===== src/rtl/ifetch_queue_pkg.sv =====
// ---------------------------------------------------------------------------
// ifetch_pkg
//
// Shared types and helpers for the instruction fetch queue.
//   ifq_entry_t    : one queued fetch, the PC together with the word it fetched
//   ifq_ptr_next() : modulo-depth pointer advance used by the wrap counters
//
// Optional feature macro used by the queue: IFETCH_QUEUE_BYPASS_EN.
// ---------------------------------------------------------------------------
package ifetch_pkg;

  // Default widths for the MIPS datapath.
  localparam int IFQ_ADDR_WIDTH    = 32;
  localparam int IFQ_INSTR_WIDTH   = 32;
  localparam int IFQ_DEPTH_DEFAULT = 4;

  // Widest pointer ever needed. The largest legal depth is 16, which needs 4 bits.
  localparam int IFQ_PTR_MAX_W = 4;

  typedef struct packed {
    logic [IFQ_ADDR_WIDTH-1:0]  pc;
    logic [IFQ_INSTR_WIDTH-1:0] instr;
  } ifq_entry_t;

  // Advance a pointer by one and wrap from depth-1 back to 0.
  // Depth need not be a power of two, so plain binary overflow is not enough.
  function automatic logic [IFQ_PTR_MAX_W-1:0] ifq_ptr_next(
    input logic [IFQ_PTR_MAX_W-1:0] ptr,
    input int unsigned              depth
  );
    if (32'(ptr) >= depth - 32'd1) begin
      return '0;
    end
    return ptr + IFQ_PTR_MAX_W'(1);
  endfunction

endpackage


===== src/rtl/ifetch_queue_if.sv =====
// ---------------------------------------------------------------------------
// ifetch_queue_if
//
// Handshake bundle between the fetch side, the queue and the decode side.
//   in_valid / in_ready / in_pc / in_instr     : fetch -> queue
//   out_valid / out_ready / out_pc / out_instr : queue -> decode
//
// Modports:
//   master : the surrounding pipeline (fetch drives in_*, decode drives out_ready)
//   slave  : the queue itself
// ---------------------------------------------------------------------------
interface ifetch_queue_if
  import ifetch_pkg::*;
#(
  parameter int ADDR_WIDTH  = IFQ_ADDR_WIDTH,
  parameter int INSTR_WIDTH = IFQ_INSTR_WIDTH
);

  logic                   in_valid;
  logic                   in_ready;
  logic [ADDR_WIDTH-1:0]  in_pc;
  logic [INSTR_WIDTH-1:0] in_instr;

  logic                   out_valid;
  logic                   out_ready;
  logic [ADDR_WIDTH-1:0]  out_pc;
  logic [INSTR_WIDTH-1:0] out_instr;

  modport master (
    output in_valid, in_pc, in_instr, out_ready,
    input  in_ready, out_valid, out_pc, out_instr
  );

  modport slave (
    input  in_valid, in_pc, in_instr, out_ready,
    output in_ready, out_valid, out_pc, out_instr
  );

endinterface


===== src/rtl/ifetch_queue_wrap_ctr.sv =====
// ---------------------------------------------------------------------------
// wrap_ctr
//
// Modulo-DEPTH pointer for the circular buffer. It counts 0..DEPTH-1 and
// wraps to 0. A clear returns it to 0 and wins over increment.
//
// Ports:
//   clk   : clock
//   rst   : asynchronous active-high reset, forces ptr to 0
//   clear : synchronous return to 0 (used on flush)
//   inc   : advance by one, with wrap
//   ptr   : current pointer value
// ---------------------------------------------------------------------------
module wrap_ctr
  import ifetch_pkg::*;
#(
  parameter  int DEPTH = IFQ_DEPTH_DEFAULT,
  localparam int W     = (DEPTH > 1) ? $clog2(DEPTH) : 1
) (
  input  logic         clk,
  input  logic         rst,
  input  logic         clear,
  input  logic         inc,
  output logic [W-1:0] ptr
);

  logic [W-1:0] ptr_next;

  // Shared wrap rule from the package. The pointer is widened to the
  // package's pointer width for the call and narrowed back afterwards.
  always_comb begin
    ptr_next = W'(ifq_ptr_next(IFQ_PTR_MAX_W'(ptr), DEPTH));
  end

  // Pointer register. Clear has priority, so a flush in the same cycle as
  // a push or pop still leaves the pointer at 0.
  always_ff @(posedge clk or posedge rst) begin
    if (rst) begin
      ptr <= '0;
    end else if (clear) begin
      ptr <= '0;
    end else if (inc) begin
      ptr <= ptr_next;
    end
  end

endmodule


===== src/rtl/ifetch_queue.sv =====
// ---------------------------------------------------------------------------
// ifetch_queue
//
// Instruction fetch queue between instruction memory and decode. Each
// fetched word is stored with the PC that addressed it in a small circular
// buffer. The head entry is presented to decode through a valid/ready
// handshake, so fetch can run ahead of a stalled decode stage. Flush drops
// everything on a branch or jump redirect.
//
// Parameters:
//   ADDR_WIDTH, INSTR_WIDTH : PC and instruction widths
//   DEPTH                   : number of entries, 2..16, any value in that range
//
// Ports:
//   clk, rst : clock and asynchronous active-high reset
//   flush    : synchronous discard of every entry, wins over push and pop
//   bus      : ifetch_queue_if.slave (in_* from fetch, out_* to decode)
//   count    : number of occupied entries
//
// Optional feature: IFETCH_QUEUE_BYPASS_EN. When this macro is defined, an
// empty queue passes an offered word straight to decode in the same cycle.
// If decode takes the word, it is never written. When the macro is
// undefined, there is no combinational path from in_* to out_*.
// ---------------------------------------------------------------------------
module ifetch_queue
  import ifetch_pkg::*;
#(
  parameter  int ADDR_WIDTH  = IFQ_ADDR_WIDTH,
  parameter  int INSTR_WIDTH = IFQ_INSTR_WIDTH,
  parameter  int DEPTH       = IFQ_DEPTH_DEFAULT,
  localparam int PTR_W       = $clog2(DEPTH),
  localparam int CNT_W       = $clog2(DEPTH + 1)
) (
  input  logic             clk,
  input  logic             rst,
  input  logic             flush,
  ifetch_queue_if.slave    bus,
  output logic [CNT_W-1:0] count
);

  typedef struct packed {
    logic [ADDR_WIDTH-1:0]  pc;
    logic [INSTR_WIDTH-1:0] instr;
  } entry_t;

  localparam logic [CNT_W-1:0] DEPTH_C = CNT_W'(DEPTH);

  entry_t             storage [DEPTH];
  logic [PTR_W-1:0]   wr_ptr;
  logic [PTR_W-1:0]   rd_ptr;
  logic [CNT_W-1:0]   count_q;

  logic               not_empty;
  logic               has_space;
  logic               bypass_show;
  logic               bypass_take;
  logic               push;
  logic               pop;

  assign not_empty = (count_q != '0);
  assign has_space = (count_q < DEPTH_C);

`ifdef IFETCH_QUEUE_BYPASS_EN
  // The offered word is shown directly on the output only when nothing older
  // is queued, so ordering is kept. If decode also accepts it, the word
  // passes through and never touches storage.
  assign bypass_show = !not_empty && bus.in_valid && !flush && !rst;
  assign bypass_take = bypass_show && bus.out_ready;
`else
  assign bypass_show = 1'b0;
  assign bypass_take = 1'b0;
`endif

  // Fullness comes only from the occupancy count, never from out_ready.
  // A pop in the same cycle therefore cannot make room for a push.
  assign push = bus.in_valid && has_space && !flush && !rst && !bypass_take;
  assign pop  = not_empty && bus.out_ready && !flush;

  assign bus.in_ready  = has_space && !rst;
  assign bus.out_valid = not_empty || bypass_show;
  assign bus.out_pc    = bypass_show ? bus.in_pc    : storage[rd_ptr].pc;
  assign bus.out_instr = bypass_show ? bus.in_instr : storage[rd_ptr].instr;
  assign count         = count_q;

  wrap_ctr #(.DEPTH(DEPTH)) u_wr_ctr (
    .clk   (clk),
    .rst   (rst),
    .clear (flush),
    .inc   (push),
    .ptr   (wr_ptr)
  );

  wrap_ctr #(.DEPTH(DEPTH)) u_rd_ctr (
    .clk   (clk),
    .rst   (rst),
    .clear (flush),
    .inc   (pop),
    .ptr   (rd_ptr)
  );

  // Entry storage. Reset zeroes every slot so the head reads as 0 out of
  // reset. Flush only moves the pointers, because stale slots are never
  // presented while count is zero.
  always_ff @(posedge clk or posedge rst) begin
    if (rst) begin
      for (int i = 0; i < DEPTH; i++) begin
        storage[i] <= '0;
      end
    end else if (push) begin
      storage[wr_ptr] <= {bus.in_pc, bus.in_instr};
    end
  end

  // Occupancy register. A push and a pop in the same cycle cancel out.
  always_ff @(posedge clk or posedge rst) begin
    if (rst) begin
      count_q <= '0;
    end else if (flush) begin
      count_q <= '0;
    end else if (push && !pop) begin
      count_q <= count_q + CNT_W'(1);
    end else if (pop && !push) begin
      count_q <= count_q - CNT_W'(1);
    end
  end

endmodule


===== src/flat_wrapper.sv =====
// flat-port wrapper written by rule: the top's interface ports become plain ports
module ifetch_queue_flat import ifetch_pkg::*;
#(
  parameter  int ADDR_WIDTH  = IFQ_ADDR_WIDTH,
  parameter  int INSTR_WIDTH = IFQ_INSTR_WIDTH,
  parameter  int DEPTH       = IFQ_DEPTH_DEFAULT,
  localparam int PTR_W       = $clog2(DEPTH),
  localparam int CNT_W       = $clog2(DEPTH + 1)
)
  (clk, rst, flush, count, bus_in_valid, bus_in_pc, bus_in_instr, bus_out_ready, bus_in_ready, bus_out_valid, bus_out_pc, bus_out_instr);
  ifetch_queue_if #(.ADDR_WIDTH(ADDR_WIDTH), .INSTR_WIDTH(INSTR_WIDTH)) bus_i ();
  input  logic clk;
  input  logic rst;
  input  logic flush;
  output logic [CNT_W-1:0] count;
  input wire logic [$bits(bus_i.in_valid)-1:0] bus_in_valid;
  input wire logic [$bits(bus_i.in_pc)-1:0] bus_in_pc;
  input wire logic [$bits(bus_i.in_instr)-1:0] bus_in_instr;
  input wire logic [$bits(bus_i.out_ready)-1:0] bus_out_ready;
  output wire logic [$bits(bus_i.in_ready)-1:0] bus_in_ready;
  output wire logic [$bits(bus_i.out_valid)-1:0] bus_out_valid;
  output wire logic [$bits(bus_i.out_pc)-1:0] bus_out_pc;
  output wire logic [$bits(bus_i.out_instr)-1:0] bus_out_instr;
  assign bus_i.in_valid = bus_in_valid;
  assign bus_i.in_pc = bus_in_pc;
  assign bus_i.in_instr = bus_in_instr;
  assign bus_i.out_ready = bus_out_ready;
  assign bus_in_ready = bus_i.in_ready;
  assign bus_out_valid = bus_i.out_valid;
  assign bus_out_pc = bus_i.out_pc;
  assign bus_out_instr = bus_i.out_instr;
  ifetch_queue #(.ADDR_WIDTH(ADDR_WIDTH), .INSTR_WIDTH(INSTR_WIDTH), .DEPTH(DEPTH)) u_core (.clk(clk), .rst(rst), .flush(flush), .bus(bus_i), .count(count));
endmodule

===== config.mk =====
export PLATFORM = sky130hd
export DESIGN_NAME = ifetch_queue_flat
export DESIGN_NICKNAME = d
export VERILOG_FILES = /design/src/rtl/ifetch_queue_pkg.sv /design/src/rtl/ifetch_queue_if.sv /design/src/rtl/ifetch_queue_wrap_ctr.sv /design/src/rtl/ifetch_queue.sv /design/src/flat_wrapper.sv
export SDC_FILE = /design/constraint.sdc
export NUM_CORES = 1
export LEC_CHECK = 0
export BUFFER_PORTS_ARGS = -buffer_cell sky130_fd_sc_hd__buf_2
export CORE_ASPECT_RATIO = 1.4
export CORE_MARGIN = 2
export CORE_UTILIZATION = 63
export CTS_BUF_LIST = sky130_fd_sc_hd__clkbuf_16
export DETAILED_ROUTE_END_ITERATION = 10
export HOLD_SLACK_MARGIN = 0.12
export PLACE_DENSITY = 0.85
export SYNTH_ARGS = -nofsm -noshare
export SYNTH_HDL_FRONTEND = slang
export SYNTH_SLANG_ARGS = --single-unit

===== constraint.sdc =====
create_clock -name clk -period 20.4 [get_ports clk]
set_input_delay 1.02 -clock clk [delete_from_list [all_inputs] [get_ports clk]]
set_output_delay 1.02 -clock clk [all_outputs]
set_load 0.01 [all_outputs]

==> results.ini <==
[floorplanning]
num_io_pins = 138
row_count = 58
die-width_um = 118
die-area_mm2 = 0.0194
core_mm2 = 0.0180
die_h_um = 164
initial_utilization_pct = 64.2

[worst_setup_path]
reg2regPathDepth = 4
r2r-start = u_core.count[2]$_DFFE_PP0P_
path_class = flip-flop to output pin
slowest_stage = buf_4
timing.rr.end = u_core.storage[48]$_DFFE_PP0P_
critPathCaptureType = output pin
crit_path_max_fanout = 46
cp-start-kind = flip-flop
crit_chain = buf_4 -> mux4_2 -> buf_2
r2r_setup_slack_ns = 17.86
timing.critical_path.slowest_cell_delay_ns = 0.76
worstPathRequired_ns = 19.38
crit_arrival_ns = 2.77

[clocking]
clock_latency_ns = 0.52
cts_made_buffers = 25
cts_root_buf = clkbuf_16
path_clk_slew_ns = 0.07
htreeDepth = 1
cts_resized = 0
ctsHoldBuffers = 0
clkSinkCount = 263
cts_setup_buffers = 0
cts_tree = yes
ctsLongestPathBuffers = 3

[detailed_routing]
ant_nets = 0
dr_total_vias = 6289
wl_per_cell_um = 22.2
drc = 0
dr.pass1.iters = 4
routed_wl_um = 23300
drt_iter0_drc = 350
vias_per_cell = 5.98

[global_route]
grt_pass1_vias = 7275
grt_max_degree = 176
grt_usage_pct = 25.0
antenna_found_initial = 4
grt_pass1_wl_um = 38300
overflow = 0

[power_and_ir_drop]
vdd_drop_max_v = 0.0000825
leakagePower_nw = 6.28
power.density_mw_per_mm2 = 132

[sta]
rsz0062_at_grt = no
hold_viol_final = 0
final_max_slew_viol_count = 0
min_period_ns = 3.79
timing.slew.headroom_pct = 21.2
setup_ws_ns = 16.61
worst-slew-pin-transition_ns = 1.18
final-setup-viol-count = 0
final.setup.tns_ns = 0
finalCritPeriodShare_pct = 18.6
fin_worst_skew_ns = 0.0164
fmax_mhz = 264
hold_slack_ns = 0.503

[logic_synthesis]
postSynthCellCount = 666
synth-compound-area-share_pct = 0.314
synth_cell_types = 24
syn-cell-area_mm2 = 0.0116
synth_ff_type = dfrtp_1
yosys.area.top_type_share_pct = 57.0
ys_warn_count = 0
synth_edf_count = 0
synth_nets = 741
yosys.area_share.simple_pct = 1.06
synth_top_family_by_area = multiplexers
synthXorXnorAreaFrac_pct = 0.152
ys_seq_elements = 263
synth_adder_area_share_pct = 0.715
synth.area.mux_share_pct = 37.6
ys_seq_area_share_pct = 57.0
synth.largest_area_cell = dfrtp_1
avgSynthCellArea_um2 = 17.3
synthArstFlopShare_pct = 100
yosys-top-cells-area = dfrtp_1, mux2_2, mux4_2

[placed_design]
place_ws_ns = 17.04
gp_congestion = 0.732
placed_area_mm2 = 0.0122
dp_hpwl_um = 14200
port_buffers = 137

[final_layout]
fin_util_pct = 72.2
n_fill_cell = 1201
final_area_mm2 = 0.0130
layout_commonest_cell = dfrtp_1
area_delta_synth_final_pct = 12.5
drive_above_1_share_pct = 62.0
final_cell_mix = dfrtp_1, mux2_2, buf_2
nets = 866

[worst_hold_path]
hold_end = u_core.storage[90]$_DFFE_PP0P_
holdPathStages = 1
min_from = u_core.storage[90]$_DFFE_PP0P_
worstHoldPathType = flip-flop to flip-flop

[outcome]
status = finished clean

[run]
maxCapViolCount = 0

==> synthesized netlist by cell type (2+ instances only) <==
master	instances
buf_2	5
buf_6	25
a21oi_1	4
nor2_1	7
inv_1	5
nand2_1	2
mux4_2	64
clkbuf_1	9
mux2i_1	2
nor3_1	3
dfrtp_1	263
xnor2_1	2
ha_1	5
nand2_2	4
buf_1	2
mux2_2	256
==> critical path, delay by kind of cell (launching register included) <==
family / cells / cell delay (ns)
mux: 1 / 0.62
flops: 1 / 0.67
buf+inv: 2 / 0.92
==> how the worst max path moves through the flow <==
stage,to,slack (ns),cells past startpoint,start
after global placement,bus_out_pc[30],17.10,3,u_core.u_rd_ctr.ptr[1]$_DFFE_PP0P_
after floorplan,u_core.count[0]$_DFFE_PP0P_,12.14,1,rst
after global routing,bus_out_pc[14],16.46,3,u_core.u_rd_ctr.ptr[1]$_DFFE_PP0P_
final,bus_out_pc[30],16.61,3,u_core.u_rd_ctr.ptr[1]$_DFFE_PP0P_
after detailed placement,u_core.u_rd_ctr.ptr[0]$_DFFE_PP0P_,17.04,3,rst
after CTS,bus_out_pc[30],16.55,3,u_core.u_rd_ctr.ptr[1]$_DFFE_PP0P_
==> layer usage <==
layer / track usage [%] / share of wire [%] / up-vias
met3: 5.21 / 5.1 / 37
li1: - / - / 2748
met1: 29.2 / 37 / 3340
met5: 0 / 0.090 / -
met2: 46.9 / 56 / 160
met4: 6.87 / 1.9 / 4
==> kinds of logic after synthesis <==
logic type | count (synthesis)
DFF | 263
buffers and inverters | 46
xor gates and xnor gates | 2
and+or+nand+nor | 21
AOI/OAI and AO/OA | 6
muxes | 322
adders and majority gates | 6
==> power breakdown <==
group / total [mW] / switching (mW) / internal, mW
registers: 0.776 / 0.107 / 0.669
logic: 0.509 / 0.203 / 0.306
clock network: 0.426 / 0.190 / 0.236
total: 1.71 / 0.501 / 1.21
==> state kept, by name, indices dropped and copies added, names as in the netlist <==
register             count
u_core.u_wr_ctr.ptr      2
u_core.count             3
u_core.u_rd_ctr.ptr      2
u_core.storage         256
==> stage by stage <==
stage	power, mW	instances
after floorplan	1.11	666
after global placement	1.26	1004
after detailed placement	1.30	1004
after CTS	1.73	1050
after global routing	1.80	1051
final	1.71	1052
==> cell type report <==
cell class	count	area (um2)	share of cell area, %
inverters	5	26.3	0.202
multi-input cells	357	4620	35.6
clock buffers	25	626	4.81
flip-flops and latches	263	6590	50.7
clock inverters	21	124	0.953
repair buffers	139	701	5.39
diodes	2	5.00	0.0385
well taps	240	300	2.31
Note: power is estimated with default switching activity, not from simulation.
